File: src/rtl/pipeline_ctrl_pkg.sv
// Shared types and constants for the pipeline hazard/flush controller.
package pipeline_ctrl_pkg;

    typedef enum logic [2:0] {
        StInit,
        StRun,
        StLoadStall,
        StMemWait,
        StRedirect
    } state_e;

    localparam int unsigned RegIdxW   = 5;
    localparam int unsigned StallCntW = 32;
    localparam int unsigned FlushCntW = 16;

    // ADDI x0, x0, 0 -- what a flushed stage register carries downstream.
    localparam logic [31:0] NopInsn = 32'h0000_0013;

    typedef struct packed {
        logic if_stall;
        logic id_stall;
        logic ex_stall;
        logic mem_stall;
        logic id_flush;
        logic ex_flush;
        logic pc_redirect_sel;
    } ctrl_t;

    localparam ctrl_t CtrlNone = '{default: 1'b0};

    localparam ctrl_t CtrlInit = '{
        if_stall: 1'b0, id_stall: 1'b0, ex_stall: 1'b0, mem_stall: 1'b0,
        id_flush: 1'b1, ex_flush: 1'b1, pc_redirect_sel: 1'b0
    };

    localparam ctrl_t CtrlMemWait = '{
        if_stall: 1'b1, id_stall: 1'b1, ex_stall: 1'b1, mem_stall: 1'b1,
        id_flush: 1'b0, ex_flush: 1'b0, pc_redirect_sel: 1'b0
    };

    localparam ctrl_t CtrlRedirect = '{
        if_stall: 1'b0, id_stall: 1'b0, ex_stall: 1'b0, mem_stall: 1'b0,
        id_flush: 1'b1, ex_flush: 1'b1, pc_redirect_sel: 1'b1
    };

    localparam ctrl_t CtrlSquash = '{
        if_stall: 1'b0, id_stall: 1'b0, ex_stall: 1'b0, mem_stall: 1'b0,
        id_flush: 1'b1, ex_flush: 1'b0, pc_redirect_sel: 1'b0
    };

    localparam ctrl_t CtrlLoadUse = '{
        if_stall: 1'b1, id_stall: 1'b1, ex_stall: 1'b0, mem_stall: 1'b0,
        id_flush: 1'b0, ex_flush: 1'b1, pc_redirect_sel: 1'b0
    };

endpackage

File: src/rtl/hazard_detect.sv
// Load-use comparator: decode reads a register the load in execute is about to write.
module hazard_detect
    import pipeline_ctrl_pkg::*;
(
    input  logic               ex_mem_read_i,
    input  logic [RegIdxW-1:0] ex_rd_i,
    input  logic [RegIdxW-1:0] id_rs1_i,
    input  logic [RegIdxW-1:0] id_rs2_i,
    input  logic               id_uses_rs1_i,
    input  logic               id_uses_rs2_i,
    output logic               hit_o
);

    logic rd_nonzero;
    logic rs1_match;
    logic rs2_match;

    // x0 is hardwired to zero, so a load targeting it never creates a dependency.
    assign rd_nonzero = (ex_rd_i != '0);
    assign rs1_match  = id_uses_rs1_i && (id_rs1_i == ex_rd_i);
    assign rs2_match  = id_uses_rs2_i && (id_rs2_i == ex_rd_i);
    assign hit_o      = ex_mem_read_i && rd_nonzero && (rs1_match || rs2_match);

endmodule

File: src/rtl/pipeline_ctrl.sv
// Stall/flush/redirect controller for a 5-stage in-order pipeline.
module pipeline_ctrl
    import pipeline_ctrl_pkg::*;
(
    input  logic                 clk,
    input  logic                 resetn,
    input  logic [RegIdxW-1:0]   id_rs1,
    input  logic [RegIdxW-1:0]   id_rs2,
    input  logic                 id_uses_rs1,
    input  logic                 id_uses_rs2,
    input  logic [RegIdxW-1:0]   ex_rd,
    input  logic                 ex_mem_read,
    input  logic                 ex_redirect,
    input  logic                 dmem_req,
    input  logic                 dmem_ack,
    output logic                 if_stall,
    output logic                 id_stall,
    output logic                 ex_stall,
    output logic                 mem_stall,
    output logic                 id_flush,
    output logic                 ex_flush,
    output logic                 pc_redirect_sel,
    output logic [StallCntW-1:0] stall_cycles,
    output logic [FlushCntW-1:0] flush_events
);

    state_e               state_q, state_d;
    ctrl_t                ctrl;
    logic                 load_use;
    logic                 mem_wait;
    logic                 enter_redirect;
    logic [StallCntW-1:0] stall_cnt_q, stall_cnt_d;
    logic [FlushCntW-1:0] flush_cnt_q, flush_cnt_d;

    hazard_detect u_hazard_detect (
        .ex_mem_read_i (ex_mem_read),
        .ex_rd_i       (ex_rd),
        .id_rs1_i      (id_rs1),
        .id_rs2_i      (id_rs2),
        .id_uses_rs1_i (id_uses_rs1),
        .id_uses_rs2_i (id_uses_rs2),
        .hit_o         (load_use)
    );

    assign mem_wait = dmem_req && !dmem_ack;

    // Outputs respond in the same cycle; only the state is registered.
    always_comb begin
        ctrl    = CtrlNone;
        state_d = state_q;
        unique case (state_q)
            StInit: begin
                ctrl    = CtrlInit;
                state_d = StRun;
            end
            StRun: begin
                if (mem_wait) begin
                    ctrl    = CtrlMemWait;
                    state_d = StMemWait;
                end else if (ex_redirect) begin
                    ctrl    = CtrlRedirect;
                    state_d = StRedirect;
                end else if (load_use) begin
                    ctrl    = CtrlLoadUse;
                    state_d = StLoadStall;
                end
            end
            StLoadStall: begin
                if (mem_wait) begin
                    ctrl    = CtrlMemWait;
                    state_d = StMemWait;
                end else begin
                    state_d = StRun;
                end
            end
            StMemWait: begin
                if (!dmem_ack) begin
                    ctrl = CtrlMemWait;
                end else begin
                    state_d = StRun;
                end
            end
            StRedirect: begin
                // Redirect still held by execute is ignored here; the squash is one cycle.
                if (mem_wait) begin
                    ctrl    = CtrlMemWait;
                    state_d = StMemWait;
                end else begin
                    ctrl    = CtrlSquash;
                    state_d = StRun;
                end
            end
            default: begin
                ctrl    = CtrlInit;
                state_d = StInit;
            end
        endcase
    end

    assign enter_redirect = (state_d == StRedirect) && (state_q != StRedirect);

    always_comb begin
        stall_cnt_d = stall_cnt_q;
        flush_cnt_d = flush_cnt_q;
        if (ctrl.if_stall && (stall_cnt_q != '1)) begin
            stall_cnt_d = stall_cnt_q + StallCntW'(1);
        end
        if (enter_redirect && (flush_cnt_q != '1)) begin
            flush_cnt_d = flush_cnt_q + FlushCntW'(1);
        end
    end

    always_ff @(posedge clk or negedge resetn) begin
        if (!resetn) begin
            state_q     <= StInit;
            stall_cnt_q <= '0;
            flush_cnt_q <= '0;
        end else begin
            state_q     <= state_d;
            stall_cnt_q <= stall_cnt_d;
            flush_cnt_q <= flush_cnt_d;
        end
    end

    assign if_stall        = ctrl.if_stall;
    assign id_stall        = ctrl.id_stall;
    assign ex_stall        = ctrl.ex_stall;
    assign mem_stall       = ctrl.mem_stall;
    assign id_flush        = ctrl.id_flush;
    assign ex_flush        = ctrl.ex_flush;
    assign pc_redirect_sel = ctrl.pc_redirect_sel;
    assign stall_cycles    = stall_cnt_q;
    assign flush_events    = flush_cnt_q;

endmodule

File: config.mk
export PLATFORM = sky130hd
export DESIGN_NAME = pipeline_ctrl
export DESIGN_NICKNAME = d
export VERILOG_FILES = /design/src/rtl/pipeline_ctrl_pkg.sv /design/src/rtl/hazard_detect.sv /design/src/rtl/pipeline_ctrl.sv
export SDC_FILE = /design/constraint.sdc
export NUM_CORES = 1
export LEC_CHECK = 0
export CAP_MARGIN = 20
export CORE_MARGIN = 1.5
export CORE_UTILIZATION = 48
export DETAILED_ROUTE_END_ITERATION = 10
export PLACE_DENSITY = 0.81
export SLEW_MARGIN = 25
export SYNTH_ARGS = -nofsm -noshare
export SYNTH_HDL_FRONTEND = slang
export SYNTH_SLANG_ARGS = --single-unit
File: constraint.sdc
create_clock -name clk -period 2.6 [get_ports clk]
set_input_delay 0.39 -clock clk [delete_from_list [all_inputs] [get_ports clk]]
set_output_delay 0.39 -clock clk [all_outputs]
set_load 0.02 [all_outputs]
==> run summary <==
DR pass1 iterations: 4
synth warn: 0
GP Congestion: 0.7908
IO Count: 78
post-synthesis net count: 281
Fin Clk Skew: 0.01012 ns
drt drc: 0
Clock Sink Count: 51
Pleak: 0.001765 µW
Synth top area share: 46.88%
chip width: 78.32 µm
cell accounting for the most synthesized area: dfrtp_1
routed via count: 2,216
Clk pin slew, worst setup/hold paths: 0.10 ns
# rows: 27
post-DR wirelength/cell: 14.56 µm
Final Power: 2345 µW
Detail Placement HPWL: 4531 µm
share of cells above drive strength 1: 12.21%
Critical Path Start Type: input pin
Area Overhead vs Synth: 37.91%
starting density of the core: 49.75%
Yosys reg bits: 51
pin count of the biggest net entering global routing: 33
# H-tree levels: 2
crit path DAT: 2.10 ns
die area: 6133 µm²
sequential-to-total area share from yosys stat: 46.88%
Slew Limit Fails: 0
Synth Flop Type: dfrtp_1
# fillers: 461
VDD IR max: 0.0007359 V
async set-reset flop share out of synthesis: 100.0%
max-cap viol count: 0
Area contributors post-synth: dfrtp_1, xor2_1, xnor2_1
Hold Vio Cnt, Final: 0
Post-synth EDFFs: 0
nets: 368
hold crit path type: input pin to async pin
min Tclk post-route: 2.489 ns
Total GRT Usage: 20.57%
Critical Path RT: 2.21 ns
endpoints failing setup: 0
vias in the first global route: 2,168
top cells by count, synth: dfrtp_1, xor2_1, xnor2_1
cell with the most instances after synthesis: dfrtp_1
Clock Path Buffers: 2
# hold bufs at CTS: 0
final worst path period share: 95.75%
Syn Area/Cell: 10.64 µm²
f_max: 401.7 MHz
pwr dens: 624.6 nW/µm²
Gate Count Post-Synth: 256
Cell variety after synth: 43
antenna violations before repair: 0
Root Buffer: clkbuf_8
DR iter-0 viols: 170
Detailed Route WL: 6055 µm
Skew-Pair Late Insertion Delay: 0.30 ns
area of the mapped netlist: 2723 µm²
CTS Buf Count: 5
postcts setup bufs: 0
die height: 78.32 µm
Antenna Nets Post-Route: 0
CTS tree: yes
grt ovf: 0
PortBufs: 77
slew at the pin closest to its max-slew limit: 0.6022 ns
global-route wire length before repair: 9922 µm
unrepaired setup endpoints after global routing: no
Setup Crit Path Kind: input pin to primary output
crit path max fanout: 3
relative slew slack: 59.85%
fin util: 68.61%
core area: 5473 µm²
via/cell ratio: 5.327
Ant. Diodes: 0
status: finished, final reports clean
CP Capture Type: primary output
## power breakdown
| part | switching, µW | internal [µW] | leakage [µW] |
|---|---|---|---|
| Sequential | 130 | 881 | 0.000687 |
| Combinational | 349 | 337 | 0.00101 |
| Clock | 264 | 384 | 0.0000644 |
| Total | 744 | 1600 | 0.00176 |
## critical path: stages
cell	delay (ns)
clkdlybuf4s50_1	0.47
or4_1	0.52
o21ai_2	0.17
nor2b_1	0.06
o21ai_0	0.19
a311oi_1	0.12
buf_2	0.17
## path summary, 6_finish.rpt
check | startpoint | to | slack (ns) | depth (start not counted)
setup / recovery | ex_rd[2] | ex_flush | 0.11 | 7
hold / removal | resetn | stall_cycles[26] | 0.08 | 1
setup reg to reg | stall_cycles[0] | stall_cycles[29] | 0.39 | 8
hold reg to reg | flush_events[9] | flush_events[9] | 0.50 | 1
max in group asynchronous | resetn | stall_cycles[9] | 1.97 | 2
min in group clk | flush_events[9] | flush_events[9] | 0.50 | 1
## per-stage QoR
stage | TNS [ns] | instances | setup slack, ns | cell area, µm² | hold slack [ns]
2_1_floorplan | 0 | 256 | 0.4029 | 2723 | 0.09441
3_3_place_gp | -1.331 | 408 | -0.3163 | 3610 | 0.4328
3_5_place_dp | -2.378 | 408 | -0.4114 | 3610 | 0.4366
4_1_cts | -0.1150 | 416 | -0.05856 | 3739 | 0.1058
5_1_grt | 0 | 416 | 0.005713 | 3755 | 0.1248
6_report | 0 | 416 | 0.1106 | 3755 | 0.07790
## registers in the layout (all words and copies together), names as in the netlist
register,cells
flush_events,16
stall_cycles,32
state_q,3
## final cells by class
class / count / area [µm²] / area share [%]
tap: 72 / 90.09 / 2.399
sequential: 51 / 1276 / 33.99
inverter: 7 / 26.28 / 0.6998
multi-input combinational: 190 / 1368 / 36.42
clock inverter: 3 / 67.56 / 1.799
clock buffer: 5 / 68.82 / 1.833
timing repair buffer: 88 / 858.3 / 22.86
## cells in the final DEF (no fill, tap or decap), drive strengths merged, types with 3 or more instances in the layout
cell | Yosys | routed
nor2 | 15 | 15
buf | 8 | 13
nand4 | 16 | 16
xor2 | 32 | 32
nor3 | 18 | 18
dfrtp | 51 | 51
nand3 | 18 | 18
nor4b | 4 | 4
and3 | 6 | 6
nor3b | 6 | 6
dlymetal6s2s | 0 | 5
xnor2 | 24 | 24
clkbuf | 0 | 7
and4 | 5 | 5
inv | 7 | 7
nor4 | 3 | 3
nand2 | 22 | 22
clkdlybuf4s50 | 0 | 68
## cells by family after synthesis
kind of cell	share of synthesized area [%]
buffers and inverters	3.309
muxes	0.5513
and+or+nand+nor	26.89
adders and majority gates	1.287
DFF	46.87
AOI/OAI and AO/OA	3.079
xor gates and xnor gates	18.01
## repair_timing
item / in CTS / in global routing
setup endpoints to repair: 3 / 5
pin swaps: 0 / 0
resized for setup: 7 / 11
gates cloned: 0 / 0
## layer usage
layer | GRT usage [%] | up-vias | routed length [µm]
met1 | 26.32 | 1094 | 2607
met4 | 7.500 | 0 | 62
met2 | 34.96 | 51 | 3172
li1 | - | 1067 | -
met3 | 3.605 | 4 | 213
met5 | 0 | - | 0
(Power assumes the default switching activity.)
